## config.mk

```make
export PLATFORM = sky130hd
export DESIGN_NAME = seg_scan_decoder
export DESIGN_NICKNAME = d
export VERILOG_FILES = /design/src/rtl/seg_scan_pkg.sv /design/src/rtl/seg_glyph_decode.sv /design/src/rtl/seg_scan_decoder.sv
export SDC_FILE = /design/constraint.sdc
export NUM_CORES = 1
export LEC_CHECK = 0
export BUFFER_PORTS_ARGS = -buffer_cell sky130_fd_sc_hd__buf_2
export CORE_ASPECT_RATIO = 1.5
export CORE_MARGIN = 4
export CORE_UTILIZATION = 41
export CTS_CLUSTER_DIAMETER = 50
export DETAILED_ROUTE_END_ITERATION = 7
export PLACE_DENSITY = 0.69
export SLEW_MARGIN = 20
export SYNTH_ARGS = -nofsm -noshare
export SYNTH_HDL_FRONTEND = slang
export SYNTH_SLANG_ARGS = --single-unit
```

## constraint.sdc

```tcl
create_clock -name clk -period 7.5 [get_ports clk]
set_input_delay 0.75 -clock clk [delete_from_list [all_inputs] [get_ports clk]]
set_output_delay 0.75 -clock clk [all_outputs]
set_load 0.005 [all_outputs]
```

## src/rtl/seg_scan_pkg.sv

```systemverilog
// Shared constants for the seven-segment loop-back decoder: active-low glyph
// table (g..a), blank codes, and small helpers usable by RTL and bench models.
package seg_scan_pkg;

  localparam logic [6:0] SEG_BLANK = 7'h7F;
  localparam logic [3:0] AN_BLANK  = 4'hF;

  localparam logic [6:0] GLYPH_0 = 7'h40;
  localparam logic [6:0] GLYPH_1 = 7'h79;
  localparam logic [6:0] GLYPH_2 = 7'h24;
  localparam logic [6:0] GLYPH_3 = 7'h30;
  localparam logic [6:0] GLYPH_4 = 7'h19;
  localparam logic [6:0] GLYPH_5 = 7'h12;
  localparam logic [6:0] GLYPH_6 = 7'h02;
  localparam logic [6:0] GLYPH_7 = 7'h78;
  localparam logic [6:0] GLYPH_8 = 7'h00;
  localparam logic [6:0] GLYPH_9 = 7'h10;
  localparam logic [6:0] GLYPH_A = 7'h08;
  localparam logic [6:0] GLYPH_B = 7'h03;
  localparam logic [6:0] GLYPH_C = 7'h46;
  localparam logic [6:0] GLYPH_D = 7'h21;
  localparam logic [6:0] GLYPH_E = 7'h06;
  localparam logic [6:0] GLYPH_F = 7'h0E;

  // Index n holds the glyph for nibble n.
  localparam logic [15:0][6:0] GLYPH_TBL = {
    GLYPH_F, GLYPH_E, GLYPH_D, GLYPH_C, GLYPH_B, GLYPH_A, GLYPH_9, GLYPH_8,
    GLYPH_7, GLYPH_6, GLYPH_5, GLYPH_4, GLYPH_3, GLYPH_2, GLYPH_1, GLYPH_0
  };

  function automatic logic [6:0] glyph_of(input logic [3:0] n);
    return GLYPH_TBL[n];
  endfunction

  function automatic logic an_onehot_low(input logic [3:0] an);
    return $onehot(~an);
  endfunction

endpackage

```

## src/rtl/seg_glyph_decode.sv

```systemverilog
// Combinational active-low seven-segment glyph to hex nibble decoder.
module seg_glyph_decode
  import seg_scan_pkg::*;
(
  input  logic [6:0] glyph_i,
  output logic       ok_o,
  output logic [3:0] nibble_o
);

  always_comb begin
    ok_o     = 1'b0;
    nibble_o = 4'h0;
    for (int i = 0; i < 16; i++) begin
      if (glyph_i == GLYPH_TBL[i]) begin
        ok_o     = 1'b1;
        nibble_o = 4'(i);
      end
    end
  end

endmodule

```

## src/rtl/seg_scan_decoder.sv

```systemverilog
// Samples a multiplexed active-low seven-segment bus, debounces each digit
// dwell, and reassembles the 16-bit displayed value with error flags.
module seg_scan_decoder
  import seg_scan_pkg::*;
#(
  parameter int SETTLE = 4
) (
  input  logic        clk,
  input  logic        rst_n,
  input  logic [6:0]  segment,
  input  logic [3:0]  AN,
  output logic [15:0] value,
  output logic        valid,
  output logic [3:0]  digit_mask,
  output logic        seg_err,
  output logic        an_err
);

  localparam int            SW       = $clog2(SETTLE + 1);
  localparam logic [SW-1:0] SETTLE_C = SW'(SETTLE);

  logic [3:0]      an_q;
  logic [6:0]      seg_q;
  logic [SW-1:0]   stab_q, stab_d;
  logic            captured_q, captured_d;
  logic [3:0][3:0] shadow_q, shadow_d;
  logic [3:0]      mask_q, mask_d;
  logic [15:0]     value_q, value_d;
  logic            valid_q, valid_d, seg_err_q, seg_err_d, an_err_q, an_err_d;
  logic            chg, stable, glyph_ok;
  logic [3:0]      nib;
  logic [1:0]      dig;

  seg_glyph_decode u_dec (
    .glyph_i (seg_q),
    .ok_o    (glyph_ok),
    .nibble_o(nib)
  );

  always_comb begin
    dig = 2'd0;
    case (an_q)
      4'b1101: dig = 2'd1;
      4'b1011: dig = 2'd2;
      4'b0111: dig = 2'd3;
      default: dig = 2'd0;
    endcase
  end

  always_comb begin
    // A change is seen on the edge that loads the new pair, so the count
    // restarts together with the input register and capture lands on E+SETTLE.
    chg        = {AN, segment} != {an_q, seg_q};
    stab_d     = chg ? '0 : ((stab_q == SETTLE_C) ? stab_q : stab_q + 1'b1);
    stable     = !chg && !captured_q && (stab_d == SETTLE_C);
    captured_d = !chg && (captured_q || stable);
    shadow_d   = shadow_q;
    mask_d     = mask_q;
    value_d    = value_q;
    valid_d    = 1'b0;
    seg_err_d  = 1'b0;
    an_err_d   = 1'b0;
    if (stable && an_q != AN_BLANK) begin
      if (!an_onehot_low(an_q)) begin
        an_err_d = 1'b1;
        mask_d   = 4'h0;
      end else if (!glyph_ok) begin
        seg_err_d = 1'b1;
        mask_d    = 4'h0;
      end else begin
        shadow_d[dig] = nib;
        mask_d        = mask_q | (4'b0001 << dig);
        if (mask_d == 4'hF) begin
          value_d = shadow_d;
          valid_d = 1'b1;
          mask_d  = 4'h0;
        end
      end
    end
  end

  always_ff @(posedge clk or negedge rst_n) begin
    if (!rst_n) begin
      an_q       <= AN_BLANK;
      seg_q      <= SEG_BLANK;
      stab_q     <= '0;
      captured_q <= 1'b0;
      shadow_q   <= '0;
      mask_q     <= 4'h0;
      value_q    <= 16'h0;
      valid_q    <= 1'b0;
      seg_err_q  <= 1'b0;
      an_err_q   <= 1'b0;
    end else begin
      an_q       <= AN;
      seg_q      <= segment;
      stab_q     <= stab_d;
      captured_q <= captured_d;
      shadow_q   <= shadow_d;
      mask_q     <= mask_d;
      value_q    <= value_d;
      valid_q    <= valid_d;
      seg_err_q  <= seg_err_d;
      an_err_q   <= an_err_d;
    end
  end

  assign value      = value_q;
  assign valid      = valid_q;
  assign digit_mask = mask_q;
  assign seg_err    = seg_err_q;
  assign an_err     = an_err_q;

endmodule

```

==> reports/results.tsv <==
metric	value	unit
min_to	value[3]	
drt_iter0_drc	146	
worstReg2RegEnd	shadow_q[6]	
track_usage	14.58	%
place_congestion	0.8171	
syn_area	0.002972	mm^2
fin_crit_sh	41.53	%
cts.repair.resized	0	
path_delay_family	simple AND/OR/NAND/NOR gates	
drv_slew	0	
yosysSeqAreaShare	45.94	%
cts_root_buf	clkbuf_8	
setup_viol	0	
hpwlAfterDp	4405	um
drt-wirelength-per-cell	16.17	um
rr_worst_depth	8	
async_flop_share	100.0	%
grt_pass1_wl	10340	um
antennaDiodeCount	0	
cap_violations	0	
io_pins	36	
final_core_util	46.54	%
fmax	321.1	MHz
clock_latency	0.31	ns
die_area	0.008702	mm^2
fin_worst_skew	0.008107	ns
syn2layout_area_growth	8.758	%
synthesis.nets	283	
place_ws	4.405	ns
max_stage_delay	0.84	ns
r2r_slack	4.39	ns
rows	37	
total_power	0.0005171	W
htreeDepth	2	
rsz0062_at_grt	false	
tightest_slew	0.9424	ns
r2r-start	an_q[3]	
cts_tree	done	
outcome	complete, no violations	
critPathMaxFanout	9	
chipHeight	112.3	um
cpMaxStageDelayCell	nor4_1	
start_util	42.79	%
drive_above_1_share	35.62	%
layout.cells.most_common_list	43 x dfrtp_1, 35 x buf_2, 30 x mux2_2	
min_path_type	register to register	
yosys_warnings	0	
fill_cells	649	
synth_edf_count	0	
slew_headroom	36.59	%
whs_path_depth	1	
path_clk_slew	0.10	ns
power.static_leakage	1.565	nW
drt-pass1-iter-count	4	
fin_nets	311	
cpMostUsedCell	ha_1	
crit_path_end_kind	register	
syn_avg_cell_area	11.30	um^2
drc	0	
netlist_instances	263	
grt_max_degree	55	
ys_types	54	
die_w	77.51	um
antenna_found_initial	0	
required	7.70	ns
ys_ff_latch	54	
cts_made_buffers	5	
post_cts_buffers	0	
overflow	0	
final_common_cell	dfrtp_1	
synth_ff_type	dfrtp_1	
fin_crit	3.114	ns
crit_chain	fa_1 -> inv_1 -> ha_1 -> ha_1 -> nor2_1 -> nand2_1 -> nor4_1 -> mux2_2	
worstPathArrival	3.31	ns
path_class	register to register	
hold_violations	0	
setup_tns	0	ns
vias_per_cell	5.543	
vias	2051	
grt_pass1_vias	2150	
holdBufCountCts	0	
worst_slack	4.386	ns
portBuffers	35	
peakVddDrop	0.0001144	V
clockBufferDepth	2	
crit_path_start	an_q[3]	
core	0.006944	mm^2
start_kind	register	
p_per_area	160.0	mW/mm^2
critPathBufInv	1	
hp-start	value[3]	
totalWireLength	5984	um
ant_nets	0	
clock_sinks	54	
[how the worst max path moves through the flow]
stage               cells past startpoint           to  slack [ns]
floorplan                              10    value[10]        4.69
global placement                        8  shadow_q[4]        4.45
detailed placement                      8  shadow_q[4]        4.40
CTS                                     8  shadow_q[6]        4.38
global route                            8  shadow_q[5]        4.16
finish                                  8  shadow_q[6]        4.39
[flip-flops by register name, summed over array words and instances, names as in the netlist]
register / cells
valid: 1
stab_q: 3
value: 16
an_q: 4
an_err: 1
digit_mask: 4
seg_err: 1
seg_q: 7
captured_q: 1
shadow_q: 16
[layout make-up]
type / instances / area (um^2) / share of cell area [%]
clock buffer: 5 / 68.82 / 2.129
timing repair buffer: 36 / 182.7 / 5.652
inverter: 11 / 41.29 / 1.278
multi-input combinational: 183 / 1451 / 44.91
sequential: 54 / 1365 / 42.24
clock inverter: 3 / 25.02 / 0.7743
tap: 78 / 97.59 / 3.020
[cells in the mapped netlist, types with 2 or more instances]
cell type	instances	area share, %
nor4_1	3	0.63
or3_1	2	0.42
xnor2_1	13	3.8
nor2_1	20	2.5
mux2_2	30	11
ha_1	6	2.5
nand3_1	6	1.0
clkbuf_1	5	0.63
and2_1	3	0.63
buf_6	3	1.1
and3b_1	2	0.59
o31ai_1	2	0.51
inv_1	11	1.4
nand2b_1	2	0.42
a22o_1	2	0.59
mux2i_1	4	1.3
dfstp_2	11	9.7
nor4b_1	2	0.59
and3_1	3	0.63
nor3b_2	2	0.84
o21ai_0	6	1.0
nor3b_1	2	0.51
nand2_1	13	1.6
a21oi_1	10	1.7
nor3_1	8	1.3
nand4_1	7	1.5
buf_2	4	0.67
mux2_4	10	5.1
a31oi_1	2	0.42
nor2b_1	3	0.63
dfrtp_1	43	36
[metrics by stage]
| step | cell area (um^2) | instances | hold slack [ns] |
|---|---|---|---|
| final | 3232 | 370 | 0.5125 |
| after global routing | 3232 | 370 | 0.5295 |
| after CTS | 3232 | 370 | 0.5168 |
| after detailed placement | 3138 | 362 | 0.4882 |
| after global placement | 3138 | 362 | 0.4862 |
| after floorplan | 2972 | 263 | 0.4544 |
[worst register-to-register path, stage by stage (launching register included)]
cell and delay (ns):
dfstp_2 0.63, fa_1 0.44, inv_1 0.07, ha_1 0.14
ha_1 0.22, nor2_1 0.14, nand2_1 0.13, nor4_1 0.84
mux2_2 0.41
[power breakdown]
group	switching, W	leakage (nW)	internal [W]
Combinational	0.0000270	0.825	0.0000185
Sequential	0.00000956	0.696	0.000297
Clock	0.0000976	0.0447	0.0000675
Total	0.000134	1.57	0.000383
[routing by layer]
layer	up-vias	global-route usage [%]	wire length (um)
met3	10	2.809	212
met4	0	5.463	119
met2	52	24.93	2959
met1	997	18.12	2693
li1	992	-	-
met5	-	0	0
[kinds of logic after synthesis]
group | after synthesis | synth area share (%)
and+or+nand+nor | 87 | 16.67
muxes | 44 | 17.77
buffers and inverters | 26 | 5.221
AOI/OAI and AO/OA | 31 | 7.074
xor gates and xnor gates | 14 | 4.126
DFF | 54 | 45.94
adders and majority gates | 7 | 3.200
Power figures use the tool's default switching activity.
